`config.mk`:
```
export PLATFORM = sky130hd
export DESIGN_NAME = sliding_window_gen
export DESIGN_NICKNAME = d
export VERILOG_FILES = /design/src/rtl/sliding_window_gen.sv
export SDC_FILE = /design/constraint.sdc
export NUM_CORES = 1
export LEC_CHECK = 0
export ABC_AREA = 1
export BUFFER_PORTS_ARGS = -buffer_cell sky130_fd_sc_hd__buf_2
export CELL_PAD_IN_SITES_DETAIL_PLACEMENT = 1
export CELL_PAD_IN_SITES_GLOBAL_PLACEMENT = 2
export CORE_UTILIZATION = 32
export CTS_CLUSTER_DIAMETER = 80
export CTS_CLUSTER_SIZE = 28
export DETAILED_ROUTE_END_ITERATION = 7
export PLACE_DENSITY = 0.73
export SLEW_MARGIN = 20
export SYNTH_ARGS = -nofsm -noshare
export SYNTH_HDL_FRONTEND = slang
export SYNTH_SLANG_ARGS = --single-unit
```
`constraint.sdc`:
```
create_clock -name clk -period 3.5 [get_ports clk]
set_input_delay 0.175 -clock clk [delete_from_list [all_inputs] [get_ports clk]]
set_output_delay 0.175 -clock clk [all_outputs]
set_load 0.02 [all_outputs]
```
`src/rtl/sliding_window_gen.sv`:
```
// K_S x K_S sliding window generator over a raster pixel stream. Emits a registered,
// stride-aligned window tagged with output-map coordinates, plus an end-of-frame pulse.
module sliding_window_gen #(
    parameter int K_S    = 3,
    parameter int N_COLS = 34,
    parameter int N_ROWS = 34,
    parameter int DW     = 1,
    parameter int STRIDE = 1
) (
    input  logic                      clk,
    input  logic                      reset,
    input  logic [DW-1:0]             stream_in,
    input  logic                      stream_in_en,
    output logic [K_S*K_S*DW-1:0]     window_out,
    output logic                      window_valid,
    output logic [$clog2(N_ROWS)-1:0] out_row,
    output logic [$clog2(N_COLS)-1:0] out_col,
    output logic                      frame_done
);

    localparam int BUF_N = (K_S - 1) * N_COLS + K_S;
    localparam int CW    = $clog2(N_COLS);
    localparam int RW    = $clog2(N_ROWS);
    localparam int SW    = (STRIDE > 1) ? $clog2(STRIDE) : 1;

    localparam logic [CW-1:0] COL_LAST = CW'(N_COLS - 1);
    localparam logic [CW-1:0] COL_K    = CW'(K_S - 1);
    localparam logic [RW-1:0] ROW_LAST = RW'(N_ROWS - 1);
    localparam logic [RW-1:0] ROW_K    = RW'(K_S - 1);
    localparam logic [SW-1:0] S_LAST   = SW'(STRIDE - 1);

    logic [DW-1:0]         line_buf [BUF_N];
    logic [CW-1:0]         in_col;
    logic [CW-1:0]         win_col;
    logic [RW-1:0]         in_row;
    logic [RW-1:0]         win_row;
    logic [SW-1:0]         s_col;
    logic [SW-1:0]         s_row;
    logic [K_S*K_S*DW-1:0] win_p0;
    logic                  col_wrap;
    logic                  frame_end;
    logic                  legal;

    // Stride phase advance; restart realigns the phase at the first window position and at wrap.
    function automatic logic [SW-1:0] phase_next(input logic [SW-1:0] s, input logic restart);
        return (restart || s == S_LAST) ? '0 : s + 1'b1;
    endfunction

    assign col_wrap  = (in_col == COL_LAST);
    assign frame_end = col_wrap && (in_row == ROW_LAST);
    assign legal     = (in_row >= ROW_K) && (in_col >= COL_K) && (s_row == '0) && (s_col == '0);

    // Window as seen after the current pixel is shifted in: entry 0 is the incoming pixel itself.
    for (genvar j = 0; j < K_S; j++) begin : g_row
        for (genvar k = 0; k < K_S; k++) begin : g_col
            localparam int IDX = (K_S - 1 - j) * N_COLS + K_S - 1 - k;
            if (IDX == 0) begin : g_new
                assign win_p0[(j*K_S+k)*DW +: DW] = stream_in;
            end else begin : g_old
                assign win_p0[(j*K_S+k)*DW +: DW] = line_buf[IDX-1];
            end
        end
    end

    // Stage p0 -> output registers
    always_ff @(posedge clk) begin
        if (reset) begin
            for (int i = 0; i < BUF_N; i++) line_buf[i] <= '0;
            in_col       <= '0;
            in_row       <= '0;
            s_col        <= '0;
            s_row        <= '0;
            win_col      <= '0;
            win_row      <= '0;
            window_out   <= '0;
            window_valid <= 1'b0;
            out_row      <= '0;
            out_col      <= '0;
            frame_done   <= 1'b0;
        end else begin
            window_valid <= 1'b0;
            frame_done   <= 1'b0;
            if (stream_in_en) begin
                line_buf[0] <= stream_in;
                for (int i = 1; i < BUF_N; i++) line_buf[i] <= line_buf[i-1];
                in_col <= col_wrap ? '0 : in_col + 1'b1;
                s_col  <= phase_next(s_col, col_wrap || (in_col + 1'b1 == COL_K));
                if (col_wrap) begin
                    in_row  <= frame_end ? '0 : in_row + 1'b1;
                    s_row   <= phase_next(s_row, frame_end || (in_row + 1'b1 == ROW_K));
                    win_col <= '0;
                    // A row that produced windows advances the output-map row.
                    if (frame_end)
                        win_row <= '0;
                    else if (in_row >= ROW_K && s_row == '0)
                        win_row <= win_row + 1'b1;
                end else if (legal) begin
                    win_col <= win_col + 1'b1;
                end
                if (legal) begin
                    window_valid <= 1'b1;
                    window_out   <= win_p0;
                    out_row      <= win_row;
                    out_col      <= win_col;
                end
                frame_done <= frame_end;
            end
        end
    end

endmodule

```
# ---- Yosys cells after proc, flatten, opt, wreduce, memory -nomap -nowiden
# Memories as Yosys holds them, arrays and structs flattened.
# Index checks and enable logic that the tools add are counted.
dict set report totals {
  register_bits 49
  ramBits 71
  inputBits 4
  output_inout_bits 23
  elab_cells 199
  memories 1
}
# name words word_bits read_ports rd_ports_with_merged_regs write_ports line
set memory_table {}
lappend memory_table {line_buf 71 1 70 0 71 32} ;# logic [DW-1:0] line_buf [BUF_N];
dict set report classes {
  add_sub_neg 6
  magnitude_cmp 2
  eq_ne 4
  muxes 85
  bitwise 74
  n_reduce_logical 16
}
# cell count
set op_table {}
lappend op_table {{$mux W1} 79}
lappend op_table {{$or A1 B1 Y1} 71}
lappend op_table {{$mux W6} 6}
lappend op_table {{$add A6 B1 Y6 const B} 4}
lappend op_table {{$eq A6 B2 Y1 const B} 2}
lappend op_table {{$eq A6 B6 Y1 const B} 2}
lappend op_table {{$ge A6 B2 Y1 const B} 2}
lappend op_table {{$reduce_and A2 Y1} 3}
lappend op_table {{$logic_and A1 B1 Y1} 5}
lappend op_table {{$logic_or A1 B1 Y1} 4}
lappend op_table {{$reduce_bool A2 Y1} 2}
lappend op_table {{$not A1 Y1} 3}
lappend op_table {{$reduce_and A3 Y1} 1}
lappend op_table {{$add A1 B1 Y1 const B} 2}
lappend op_table {{$reduce_or A2 Y1} 1}

# ---- Longest topological paths before layout
dict set report depth {
  ltp_word 6
  mapped_depth 11
  depth_no_buf 11
}

# ---- Worst setup path before layout
# No wires, ideal clock.
dict set report synth_path {
  path_kind {input -> register}
  start {input stream_in_en}
  end {memory line_buf[0][0] (enable)}
  setup_time_ns 0.427
  arrival_time_ns 1.639
  setup_slack_ns 1.434
  cell_stages 2
  cell_sequence {nor2_1 > inv_1}
}
# item line
set synth_lines {}
lappend synth_lines {{start, declared} 13} ;# input logic stream_in_en,
lappend synth_lines {{end, declared} 32}

# ---- Final worst setup path
dict set report layout_path {
  start {register in_col[0]}
  end {register win_col[0]}
}
dict set report layout_via {
  elab_chain_len 6
  elab_cells_between_ends 8
  classes_between {1 x order compare; 1 x eq/ne; 1 x mux; 5 x reduce/logical}
}
# item line
set layout_rtl {}
lappend layout_rtl {{start, declared} 33} ;# logic [CW-1:0] in_col;
lappend layout_rtl {{start signal, assigned} 86} ;# in_col <= col_wrap ? '0 : in_col + 1'b1;
lappend layout_rtl {{$ge A6 B2 Y1} 51} ;# assign legal = (in_row >= ROW_K) && (in_col >= COL_K) && (s_row == '0) && (s_col == '0);
lappend layout_rtl {{$logic_and A1 B1 Y1 (3 in series)} 51}
lappend layout_rtl {{$reduce_bool A2 Y1 (no line)} n/a}
lappend layout_rtl {{$reduce_and A2 Y1 (no line)} n/a}
lappend layout_rtl {{end signal, assigned} 98} ;# win_col <= win_col + 1'b1;
lappend layout_rtl {{end, declared} 34} ;# logic [CW-1:0] win_col;
# Several ways; a longest one is shown, not always the timed one.
# A chain may end at the register's enable or synchronous reset.

==> results summary <==
The floorplan step defined a core boundary enclosing roughly 0.015 sq mm. The post-cts gate resize count is 0. The number of post-CTS setup repair buffers came out at 0.

The number of levels the H-tree was split into is 4. The placed wire-length estimate after detailed placement came out at around 6 mm. The pin count of the biggest net entering global routing came out at 38. Buffers inserted to repair hold after CTS numbered 0. The worst max-slew margin expressed relative to the limit came out at 0.5799. Counting I/O delays and the setup requirement, the final critical path takes 2.244 ns. The synthesized flop and latch total came out at 119.

The synthesis-to-finish area growth is 16.65%. For this run, the detailed router's first-pass iteration total came to 6. The number of remaining DRC errors is 7. By area, the combinational part of the netlist is dominated by simple AND/OR/NAND/NOR gates. After detailed placement, the total cell area comes to ~0.0052 sq mm. Of all cell types, the one taking the most synthesized area is sky130_fd_sc_hd__edfxtp_1. The flow ran to the end, but the final reports show violations. The path class of the tightest hold or removal check is primary input to flop. The number of nets handed over by synthesis was 530. Buffers placed on the I/O ports in this run total 26. The remaining antenna violation count is 0.

Of the cells placed in the final design, the portion with a size suffix greater than 1 is 0.1210. The signal arrival time at the worst endpoint is roughly 2.6 ns. On the final layout, the worst clock skew is a little under 0.008 ns.

The count of routing violations after the opening detailed-route iteration is 184. The count of final hold-check violations is 0. The setup TNS is 0 ns. In this run the clock root is driven by a sky130_fd_sc_hd__clkbuf_16. The sequential fraction of the synthesis area is 0.6313. The final layout contains 561 nets. The via count of the first global-routing pass was 3421.

The reported max-cap violation count came out at 0. Pin placement for this block handled 27 I/O pins. Counting the fill cells in the layout gives 1689. The clock latency at the later pin of the worst-skew pair is 0.41 ns. Row generation in the floorplan step produced 44 rows. The multiplexer fraction of the synthesized cell area came out at 0. The aggregate global-route resource usage is 0.1368. The chip width is around 130 microns.

In the routed layout, each cell is associated on average with a via count of approximately 4.4. The share of synthesized area in the top cell type comes to 0.4304. The synthesized-area fraction occupied by adder cells came out at 0.02050.

The worst endpoint required time is around 3.8 ns. The maximum achievable frequency is approximately 0.45 GHz. The number of cell instances on the worst register-to-register path is 11. Leaving out fill and tap cells, the most frequent cells in the layout are sky130_fd_sc_hd__nor2_1, sky130_fd_sc_hd__inv_1, sky130_fd_sc_hd__edfxtp_1. The register clock-pin slew on the reported worst setup and hold paths is 0.05 ns. The post-route cell area came out at 0.005697 sq mm.

The synthesized instance count is between 500 and 600. The die covers about 0.016 sq mm. The deepest clock path buffer count came out at 2. Among the stages of the critical path, the cell type that occurs most often is sky130_fd_sc_hd__inv_1. The wire length after detailed routing is approximately 9.5 mm. Setup violations remaining at the end of the flow were counted as 0.

The number of distinct library cells after synthesis came out at 25. The library cell used most frequently in the layout, excluding fill and tap cells, is sky130_fd_sc_hd__nor2_1. The final period utilization is 0.6411. After global routing the overflow that remains totals 0. The global placement routability congestion is approximately 0.73.

The leakage component of the power came out at approximately 2.4 nW. The overall die height is 125.5 microns. The TritonCTS sink count came out at roughly 120.

Detailed routing inserted a total of between 3000 and 4000 vias. On the worst path, the slowest cell contributes a delay of roughly 0.45 ns. By startpoint and endpoint, the worst setup path is classified as flop to flop. A synthesized cell averages roughly 9.4 sq um. During synthesis, Yosys emitted a total of 0 warnings. The worst setup path is launched from a flop. Of the total synthesized cell area, the portion taken by XOR and XNOR cells is 0.01793. STA classifies the critical path endpoint as a flop. Along the worst path, the maximum fanout reaches 30. The peak supply drop came out at around 0.34 mV. At the pin with the least slew margin, the transition time is 0.6292 ns. The compound-gate portion of the synthesized area is 0.04945. Setup repair after global routing left no endpoint under its margin. The number of antenna violations at the first check in global routing was 0.

The repair_antennas step left the layout with diodes totalling 0. Along the worst hold path, the cell count comes to 3. The summed instance area of the synthesized netlist came out at slightly below 0.005 sq mm.

The total power density per cell area is ~560 mW/mm^2. The starting density of the core came out at 0.3322. The slowest stage of the critical path is the sky130_fd_sc_hd__inv_1 cell. The number of pins exceeding their max-slew limit in the final report came out at 0. The first-pass GRT wire length came out at between 15 and 20 mm. The average routed wire per standard cell is 12.74 microns. The fraction of the mapped netlist area in simple logic gates came out at 0.1819. In the post-synthesis netlist, the biggest area contributors are sky130_fd_sc_hd__edfxtp_1, sky130_fd_sc_hd__dfxtp_1, sky130_fd_sc_hd__nor2_1.

Traced cell by cell, the critical path runs through inv_1 -> ha_1 -> inv_1 -> nand3_1 -> nor2_2 -> nor2_2 -> nand2_2 -> inv_1 -> nand2_1 -> nand2_1 -> nor2_1. The clock tree from TritonCTS is done. The final reports fail on design-rule violations.

The total CTS buffers came out at 17.
==> worst paths after layout <==
| kind | startpoint | to | slack, ns |
|---|---|---|---|
| setup reg to reg | in_col[0] | win_col[0] | 1.26 |
| hold reg to reg | s_row | s_row | 0.44 |
| hold / removal | stream_in | window_out[8] | 0.03 |
| setup / recovery | in_col[0] | win_col[0] | 1.26 |
==> layer usage <==
| layer | part of all wire | vias up | track usage |
|---|---|---|---|
| met5 | 0 | - | 0 |
| met4 | 0.020 | 0 | 0.07317 |
| met3 | 0.030 | 15 | 0.03509 |
| met2 | 0.44 | 44 | 0.2039 |
| met1 | 0.51 | 1523 | 0.1821 |
| li1 | - | 1674 | - |
==> synth_stat cells <==
master	number
sky130_fd_sc_hd__a21oi_1	15
sky130_fd_sc_hd__buf_2	5
sky130_fd_sc_hd__buf_4	3
sky130_fd_sc_hd__buf_6	2
sky130_fd_sc_hd__clkbuf_1	7
sky130_fd_sc_hd__dfxtp_1	49
sky130_fd_sc_hd__edfxtp_1	70
sky130_fd_sc_hd__ha_1	8
sky130_fd_sc_hd__inv_1	102
sky130_fd_sc_hd__inv_2	1
sky130_fd_sc_hd__nand2_1	42
sky130_fd_sc_hd__nand2_2	3
sky130_fd_sc_hd__nand3_1	14
sky130_fd_sc_hd__nand4_1	5
sky130_fd_sc_hd__nand4_4	1
sky130_fd_sc_hd__nor2_1	139
sky130_fd_sc_hd__nor2_2	4
sky130_fd_sc_hd__nor2_4	2
sky130_fd_sc_hd__nor3_1	4
sky130_fd_sc_hd__o211ai_1	1
sky130_fd_sc_hd__o21ai_0	18
sky130_fd_sc_hd__o21ai_1	10
sky130_fd_sc_hd__o22ai_1	3
sky130_fd_sc_hd__xnor2_1	4
sky130_fd_sc_hd__xor2_1	6
==> area by class of cell <==
| cell class | instances | area (sq um) | area share |
|---|---|---|---|
| Inverter | 103 | 386.6 | 0.06787 |
| Timing Repair Buffer | 29 | 165.2 | 0.02899 |
| Multi-Input combinational cell | 279 | 1318 | 0.2313 |
| Tap cell | 184 | 230.2 | 0.04041 |
| Sequential cell | 119 | 3083 | 0.5412 |
| Clock buffer | 24 | 461.7 | 0.08105 |
| Clock inverter | 8 | 52.55 | 0.009225 |
==> power breakdown <==
group          switching, mW  total [mW]  internal, mW
registers             0.0173        1.56          1.54
logic                 0.0716      0.0980        0.0264
clock network          0.608        1.53         0.917
==> kinds of logic after synthesis <==
family,count (synthesis)
buffers and inverters,120
and+or+nand+nor,214
DFF,119
adders and majority gates,8
xor gates and xnor gates,10
AOI/OAI and AO/OA,47
==> flip-flops by register name, summed over array words and instances (netlist names) <==
name	flops
in_row	6
s_col	1
win_col	6
in_col	6
s_row	1
frame_done	1
out_row	6
window_valid	1
line_buf	70
window_out	9
out_col	6
win_row	6
==> worst max-delay path: cells and delay by family, from the launching register on <==
family	cells	cell delay [ns]
adder cells (fa/ha/maj)	1	0.19
AND/OR/NAND/NOR	7	1.01
flip-flops	1	0.40
buffers and inverters	3	0.58
==> per-stage QoR <==
step / std cells / total power, mW / utilization / hold WS (ns) / setup WS, ns
floorplan: 518 / 1.652 / - / 0.3207 / 1.434
global placement: 714 / 1.680 / 0.3526 / 0.4231 / 1.276
CTS: 746 / 3.232 / 0.3876 / 0.008435 / 1.206
global route: 746 / 3.313 / 0.3876 / 0.05457 / 0.9085
detailed placement: 714 / 1.686 / 0.3526 / 0.4360 / 1.215
finish: 746 / 3.179 / 0.3876 / 0.03193 / 1.256
Note: power is estimated with default switching activity, not from simulation.
